`src/rtl/int_to_fp.sv`:
```
// Multi-cycle 32-bit integer to IEEE-754 single converter.
// Normalises one bit per clock, rounds to nearest-even; start/busy/ready handshake.
module int_to_fp (
  input  logic        clk,
  input  logic        rst_n,
  input  logic        start,
  input  logic        is_signed,
  input  logic [31:0] I,
  output logic        ready,
  output logic        busy,
  output logic [31:0] Y
);

  typedef enum logic [2:0] {StIdle, StLoad, StNorm, StRound, StDone} state_e;

  state_e      state_q, state_d;
  logic [31:0] int_q, int_d;
  logic [31:0] mag_q, mag_d;
  logic [31:0] y_q, y_d;
  logic [7:0]  exp_q, exp_d;
  logic        signed_q, signed_d;
  logic        sign_q, sign_d;
  logic        ready_q, ready_d;
  logic        busy_q, busy_d;

  logic        load_sign;
  logic [31:0] load_mag;
  logic        round_up;
  logic [23:0] frac_sum;
  logic [7:0]  exp_rnd;

  // Two's complement of 0x80000000 stays 0x80000000, which is the right magnitude.
  assign load_sign = signed_q & int_q[31];
  assign load_mag  = load_sign ? (~int_q + 32'd1) : int_q;

  assign round_up = mag_q[7] & ((|mag_q[6:0]) | mag_q[8]);
  assign frac_sum = {1'b0, mag_q[30:8]} + {23'd0, round_up};
  // On carry-out the fraction wraps to zero and the exponent absorbs it.
  assign exp_rnd  = exp_q + {7'd0, frac_sum[23]};

  always_ff @(posedge clk or negedge rst_n) begin
    if (!rst_n) begin
      state_q <= StIdle;
    end else begin
      state_q <= state_d;
    end
  end

  always_comb begin
    state_d = state_q;
    unique case (state_q)
      StIdle:  if (start) state_d = StLoad;
      StLoad:  state_d = (load_mag == 32'd0) ? StDone : StNorm;
      StNorm:  if (mag_q[31]) state_d = StRound;
      StRound: state_d = StDone;
      StDone:  state_d = StIdle;
      default: state_d = StIdle;
    endcase
  end

  always_comb begin
    int_d    = int_q;
    signed_d = signed_q;
    sign_d   = sign_q;
    mag_d    = mag_q;
    exp_d    = exp_q;
    y_d      = y_q;
    ready_d  = ready_q;
    busy_d   = busy_q;
    unique case (state_q)
      StIdle: begin
        ready_d = 1'b0;
        if (start) begin
          int_d    = I;
          signed_d = is_signed;
          busy_d   = 1'b1;
        end
      end
      StLoad: begin
        sign_d = load_sign;
        mag_d  = load_mag;
        if (load_mag == 32'd0) begin
          y_d = 32'd0;
        end else begin
          exp_d = 8'd158;
        end
      end
      StNorm: begin
        if (!mag_q[31]) begin
          mag_d = mag_q << 1;
          exp_d = exp_q - 8'd1;
        end
      end
      StRound: y_d = {sign_q, exp_rnd, frac_sum[22:0]};
      StDone: begin
        ready_d = 1'b1;
        busy_d  = 1'b0;
      end
      default: ;
    endcase
  end

  always_ff @(posedge clk or negedge rst_n) begin
    if (!rst_n) begin
      int_q    <= 32'd0;
      signed_q <= 1'b0;
      sign_q   <= 1'b0;
      mag_q    <= 32'd0;
      exp_q    <= 8'd0;
      y_q      <= 32'd0;
      ready_q  <= 1'b0;
      busy_q   <= 1'b0;
    end else begin
      int_q    <= int_d;
      signed_q <= signed_d;
      sign_q   <= sign_d;
      mag_q    <= mag_d;
      exp_q    <= exp_d;
      y_q      <= y_d;
      ready_q  <= ready_d;
      busy_q   <= busy_d;
    end
  end

  assign ready = ready_q;
  assign busy  = busy_q;
  assign Y     = y_q;

endmodule

```
`config.mk`:
```
export PLATFORM = sky130hd
export DESIGN_NAME = int_to_fp
export DESIGN_NICKNAME = d
export VERILOG_FILES = /design/src/rtl/int_to_fp.sv
export SDC_FILE = /design/constraint.sdc
export NUM_CORES = 1
export LEC_CHECK = 0
export ABC_AREA = 0
export BUFFER_PORTS_ARGS = -buffer_cell sky130_fd_sc_hd__buf_4
export CORE_UTILIZATION = 35
export CTS_CLUSTER_SIZE = 20
export DETAILED_ROUTE_END_ITERATION = 16
export PLACE_DENSITY = 0.49
export SYNTH_ARGS = -nofsm -noshare
export SYNTH_HDL_FRONTEND = slang
export SYNTH_SLANG_ARGS = --single-unit
export TNS_END_PERCENT = 50
```
`constraint.sdc`:
```
create_clock -name clk -period 9.1 [get_ports clk]
set_input_delay 2.275 -clock clk [delete_from_list [all_inputs] [get_ports clk]]
set_output_delay 2.275 -clock clk [all_outputs]
set_load 0.02 [all_outputs]
```
# Yosys cells after proc, flatten, opt, wreduce, memory -nomap -nowiden
# Cells that the tools add are included.
# totals
ff_bits	111
inputBits	36
out_inout_bits	34
elab_cells	54
# classes
add_sub_neg	4
n_eq_ne	9
mux	15
n_bitwise	4
reduce_logical	12
# ops
operator	n
one-hot mux 32 bit (2 select lines)	2
2-to-1 mux 32 bit	3
adder 32 x 1 -> 32 bit (second input constant)	1
logical NOT 32 bit	1
NOT 32 bit	1
adder 23 x 1 -> 24 bit	1
2-to-1 mux 8 bit	2
one-hot mux 8 bit (2 select lines)	1
one-hot mux 3 bit (4 select lines)	1
!= test 2 bit (second input constant)	5
AND reduction 2 bit	5
2-to-1 mux 3 bit	3
adder 8 x 1 -> 8 bit	1
subtractor 8 x 1 -> 8 bit (second input constant)	1
OR reduction 7 bit	1
== test 3 x 2 -> 1 bit (second input constant)	2
nonzero test 2 bit	3
one-hot mux 1 bit (2 select lines)	2
== test 3 x 1 -> 1 bit (second input constant)	1
== test 3 bit (second input constant)	1
logical NOT 3 bit	1
AND reduction 3 bit	1
bitwise AND 1 bit	2
2-to-1 mux 1 bit	1
bitwise OR 1 bit	1

# Longest topological paths before layout
# depth
word_depth	6
depth_mapped	14
ltp_nobuf	11

# Worst setup path after synthesis
# Ideal clock, no wire load.
# synth_path
kind	input-to-reg
start	in start
end	reg int_q[10]
setup_time_ps	125
t_arrival_ps	3536
required_ps	8975
slack_ps	5439
cell_stages	4
n_path_buf	2
cell_sequence	nor4b_1 clkbuf_1 clkbuf_1 mux2_2
# synth_via
elab_chain_cells	1
# synth_lines
item	line_no	source
start: declaration	6	input logic start,
AND reduction 2 bit (no source line)	-	
end signal: assignment	114	int_q <= int_d;
end: declaration	17	logic [31:0] int_q, int_d;
# Every way passes these cells.
# A chain may end at the register's enable or synchronous reset.

# Final worst setup path
# layout_path
start	reg int_q[3]
end	reg y_q[29] (netlist: Y[29])
# layout_via
elab_chain_cells	6
# layout_lines
item	line_no	source
NOT 32 bit	34	assign load_mag = load_sign ? (~int_q + 32'd1) : int_q;
adder 32 x 1 -> 32 bit	34	
2-to-1 mux 32 bit *	34	
logical NOT 32 bit *	82	if (load_mag == 32'd0) begin
!= test 2 bit (no source line) *	-	
AND reduction 2 bit (no source line) *	-	
end signal: assignment	119	y_q <= y_d;
end: declaration	19	logic [31:0] y_q, y_d;
# Mark *: on every way between the ends. The rest lies on a longest branch, timed or not.

==> impl_metrics.yaml <==
global_route:
  grt_pass1_vias: 4513
  antenna_found_initial: 0
  overflow: 0
  grt.total_usage_pct: 17.4
  grt_max_degree: 59
  grt_first_pass_wirelength_um: 24600
power:
  p_per_area_mw_per_mm2: 368
  peakVddDrop_uv: 168
  p_switching_w: 0.00110
  pwr-share-seq_pct: 39.9
  p_comb_share_pct: 43.5
  clkPwrFrac_pct: 16.6
  swShare_pct: 42.3
  intPower_w: 0.00149
  p_leak_nw: 2.91
worst_setup_path:
  cp.required_ns: 9.38
  worstPathArrival_ns: 4.56
  cp_common_cell: "and4_1"
  crit_path_cell_trace: "or4_4 -> nor4_2 -> and4_1 -> mux2i_1 -> o32ai_1 -> and4_1 -> nand4_1 -> and2_1 -> a22o_1"
  critical_path.slowest_cell: "nor4_2"
  cpLargestDelayFamily: "simple AND/OR/NAND/NOR gates"
  startpoint_type: "flip-flop"
  endpoint_kind: "flip-flop"
  crit_type: "reg -> reg"
  cpPeakStageDelay_ns: 0.91
  crit_path_max_fanout: 33
  crit_buf_inv: 0
run:
  max-cap-violations: 0
clock_network:
  cts_tree: "built"
  path_clk_slew_ns: 0.07
  clock-root-buffer: "clkbuf_16"
  cts-htree-levels: 3
  post_cts_resized: 0
  ctsHoldBuffers: 0
  clock_latency_ns: 0.34
  cts_made_buffers: 9
  postCtsSetupRepairBufs: 0
  cts_buffer_depth: 2
  cts.sinks: 111
timing:
  worst_slew_pin_slew_ns: 1.17
  relSlewSlack_pct: 22.1
  timing.final.crit_share_pct: 47.1
  rsz0062_at_grt: "false"
  fin_skew_ns: 0.00628
  timing_hold_violations_final: 0
  min_period_ns: 4.29
  fmax_ghz: 0.233
  finalWorstSetupSlack_ns: 4.81
  finalSetupViolations: 0
  slew_violations: 0
  holdWs_ns: 0.483
  setup_tns_ns: 0
yosys:
  yosysSeqAreaShare_pct: 45.7
  synth_area_per_cell_um2: 9.85
  syn_inst: 618
  syn_nets: 659
  synth_edf_count: 0
  yosys_warnings: 0
  synth-seq-cells: 111
  netlist-cell-type-count: 59
  async_reset_ff_share_pct: 100
  synthesis.area_mm2: 0.00608
  synth_flop_cell: "dfrtp_1"
placed_design:
  portBuffers: 69
  gp_congestion: 0.809
  dpl_worst_slack_ns: 4.82
  placed_cells: 864
  dp_hpwl_um: 10800
detailed_routing:
  routed_wl_um: 14800
  drt_iter0_drc: 336
  vias: 4697
  first_pass_iters: 5
  route.detailed.drc: 0
  ant_nets: 0
  routedWlPerCell_um: 16.8
  via_per_inst: 5.34
floorplan:
  die_h_um: 134
  rows: 47
  start_util_pct: 36.3
  die_width_um: 134
  coreArea_mm2: 0.0168
  fp.dieArea_mm2: 0.0179
  ioPinCount: 70
layout:
  finalNetCount: 696
  fillCellCount: 1664
  syn_to_final_growth_pct: 15.6
  diodes: 0
  multiInputGateArea_mm2: 0.00305
  ff_latch_area_mm2: 0.00278
  finalNonFillerCells: 880
  final_layout_size_suffix_gt1_share_pct: 20.5
run_status:
  status: "complete, no violations"
hold_path:
  min_path_type: "reg -> reg"
## power by group through the flow
stage | Sequential, W | Combinational (W) | Clock (W)
3_3_place_gp | 0.00103 | 0.00113 | 0
2_1_floorplan | 0.000953 | 0.000869 | 0
6_report | 0.00103 | 0.00113 | 0.000430
5_1_grt | 0.00108 | 0.00126 | 0.000464
3_5_place_dp | 0.00104 | 0.00114 | 0
4_1_cts | 0.00103 | 0.00115 | 0.000445
## layout by cell type, fill, tap and decap left out, types with 3 or more instances in the layout
cell       instances
nor4_1             6
xor2_1            15
and3_1             4
o21ai_0           34
nor3_1            21
nor2_1            37
a22o_1            30
nand2_1           51
a22oi_1           30
nor3b_1            4
a21oi_1           22
ha_1               5
a31oi_1            9
nand4_1           10
and4_1             5
xnor2_1           41
o31ai_1            7
dfrtp_1          111
buf_4             76
mux2_2            30
and2_1             6
inv_1             11
or4_1              3
or3_1              4
a211oi_1           5
clkbuf_16          9
nand3_1           23
## routing by layer
metal | track usage (%) | share of wire [%] | up-vias
met5 | 0 | 0 | -
met4 | 5.62 | 1.6 | 0
met3 | 2.19 | 3.3 | 18
met2 | 25.2 | 43 | 96
met1 | 26.6 | 52 | 2234
li1 | - | - | 2349
## cell usage after synthesis (6+ instances only)
| cell type | count | area (µm²) |
|---|---|---|
| a21oi_1 | 22 | 110 |
| a22o_1 | 30 | 263 |
| a22oi_1 | 30 | 225 |
| a31oi_1 | 9 | 56.3 |
| and2_1 | 6 | 37.5 |
| clkbuf_1 | 41 | 154 |
| dfrtp_1 | 111 | 2780 |
| inv_1 | 11 | 41.3 |
| mux2_2 | 30 | 338 |
| nand2_1 | 51 | 191 |
| nand3_1 | 23 | 115 |
| nand4_1 | 10 | 62.6 |
| nor2_1 | 38 | 143 |
| nor3_1 | 21 | 105 |
| nor4_1 | 6 | 37.5 |
| o21ai_0 | 34 | 170 |
| o31ai_1 | 7 | 52.6 |
| xnor2_1 | 41 | 359 |
| xor2_1 | 15 | 131 |
## logic make-up (layout without fill, tap and decap cells)
| kind of cell | count (synthesis) | in the layout | share of synthesized area [%] |
|---|---|---|---|
| simple gates | 196 | 196 | 17.0 |
| compound gates | 157 | 157 | 18.0 |
| flops | 111 | 111 | 45.7 |
| buf+inv | 61 | 103 | 4.42 |
| xor+xnor | 56 | 56 | 8.06 |
| mux | 32 | 32 | 5.88 |
| fa+ha+maj | 5 | 5 | 1.03 |
## final cells by class
class | instances | area share [%]
timing repair buffer | 76 | 8.11
sequential | 111 | 39.5
clock inverter | 5 | 1.12
inverter | 11 | 0.587
multi-input combinational | 446 | 43.3
tap | 220 | 3.91
clock buffer | 11 | 3.45
## path summary, 6_finish.rpt
| check | from | to | slack [ns] | cells after the start |
|---|---|---|---|---|
| max in group asynchronous | rst_n | mag_q[14] | 5.94 | 2 |
| max reg2reg | int_q[3] | Y[29] | 4.81 | 9 |
| min in group asynchronous | rst_n | Y[26] | 1.97 | 1 |
| min reg2reg | sign_q | sign_q | 0.48 | 2 |
| max | int_q[3] | Y[29] | 4.81 | 9 |
| min | sign_q | sign_q | 0.48 | 2 |
## flip-flops by register name (all words and copies together), names as in the netlist
name and cells:
state_q 3, signed_q 1, mag_q 32, sign_q 1
exp_q 8, ready 1, int_q 32, Y 32
busy 1
## tightest hold or removal path, cell delays in order (launching register included)
cell and delay, ns:
dfrtp_1 0.35, nand2_1 0.05, o21ai_0 0.06
## metrics by stage
step | power [W] | instance area, µm² | util [%]
floorplan | 0.00182 | 6080 | -
global placement | 0.00216 | 6710 | 40.0
detailed placement | 0.00218 | 6710 | 40.0
CTS | 0.00262 | 7030 | 42.0
global route | 0.00281 | 7030 | 42.0
finish | 0.00259 | 7030 | 42.0
(Power assumes the default switching activity.)
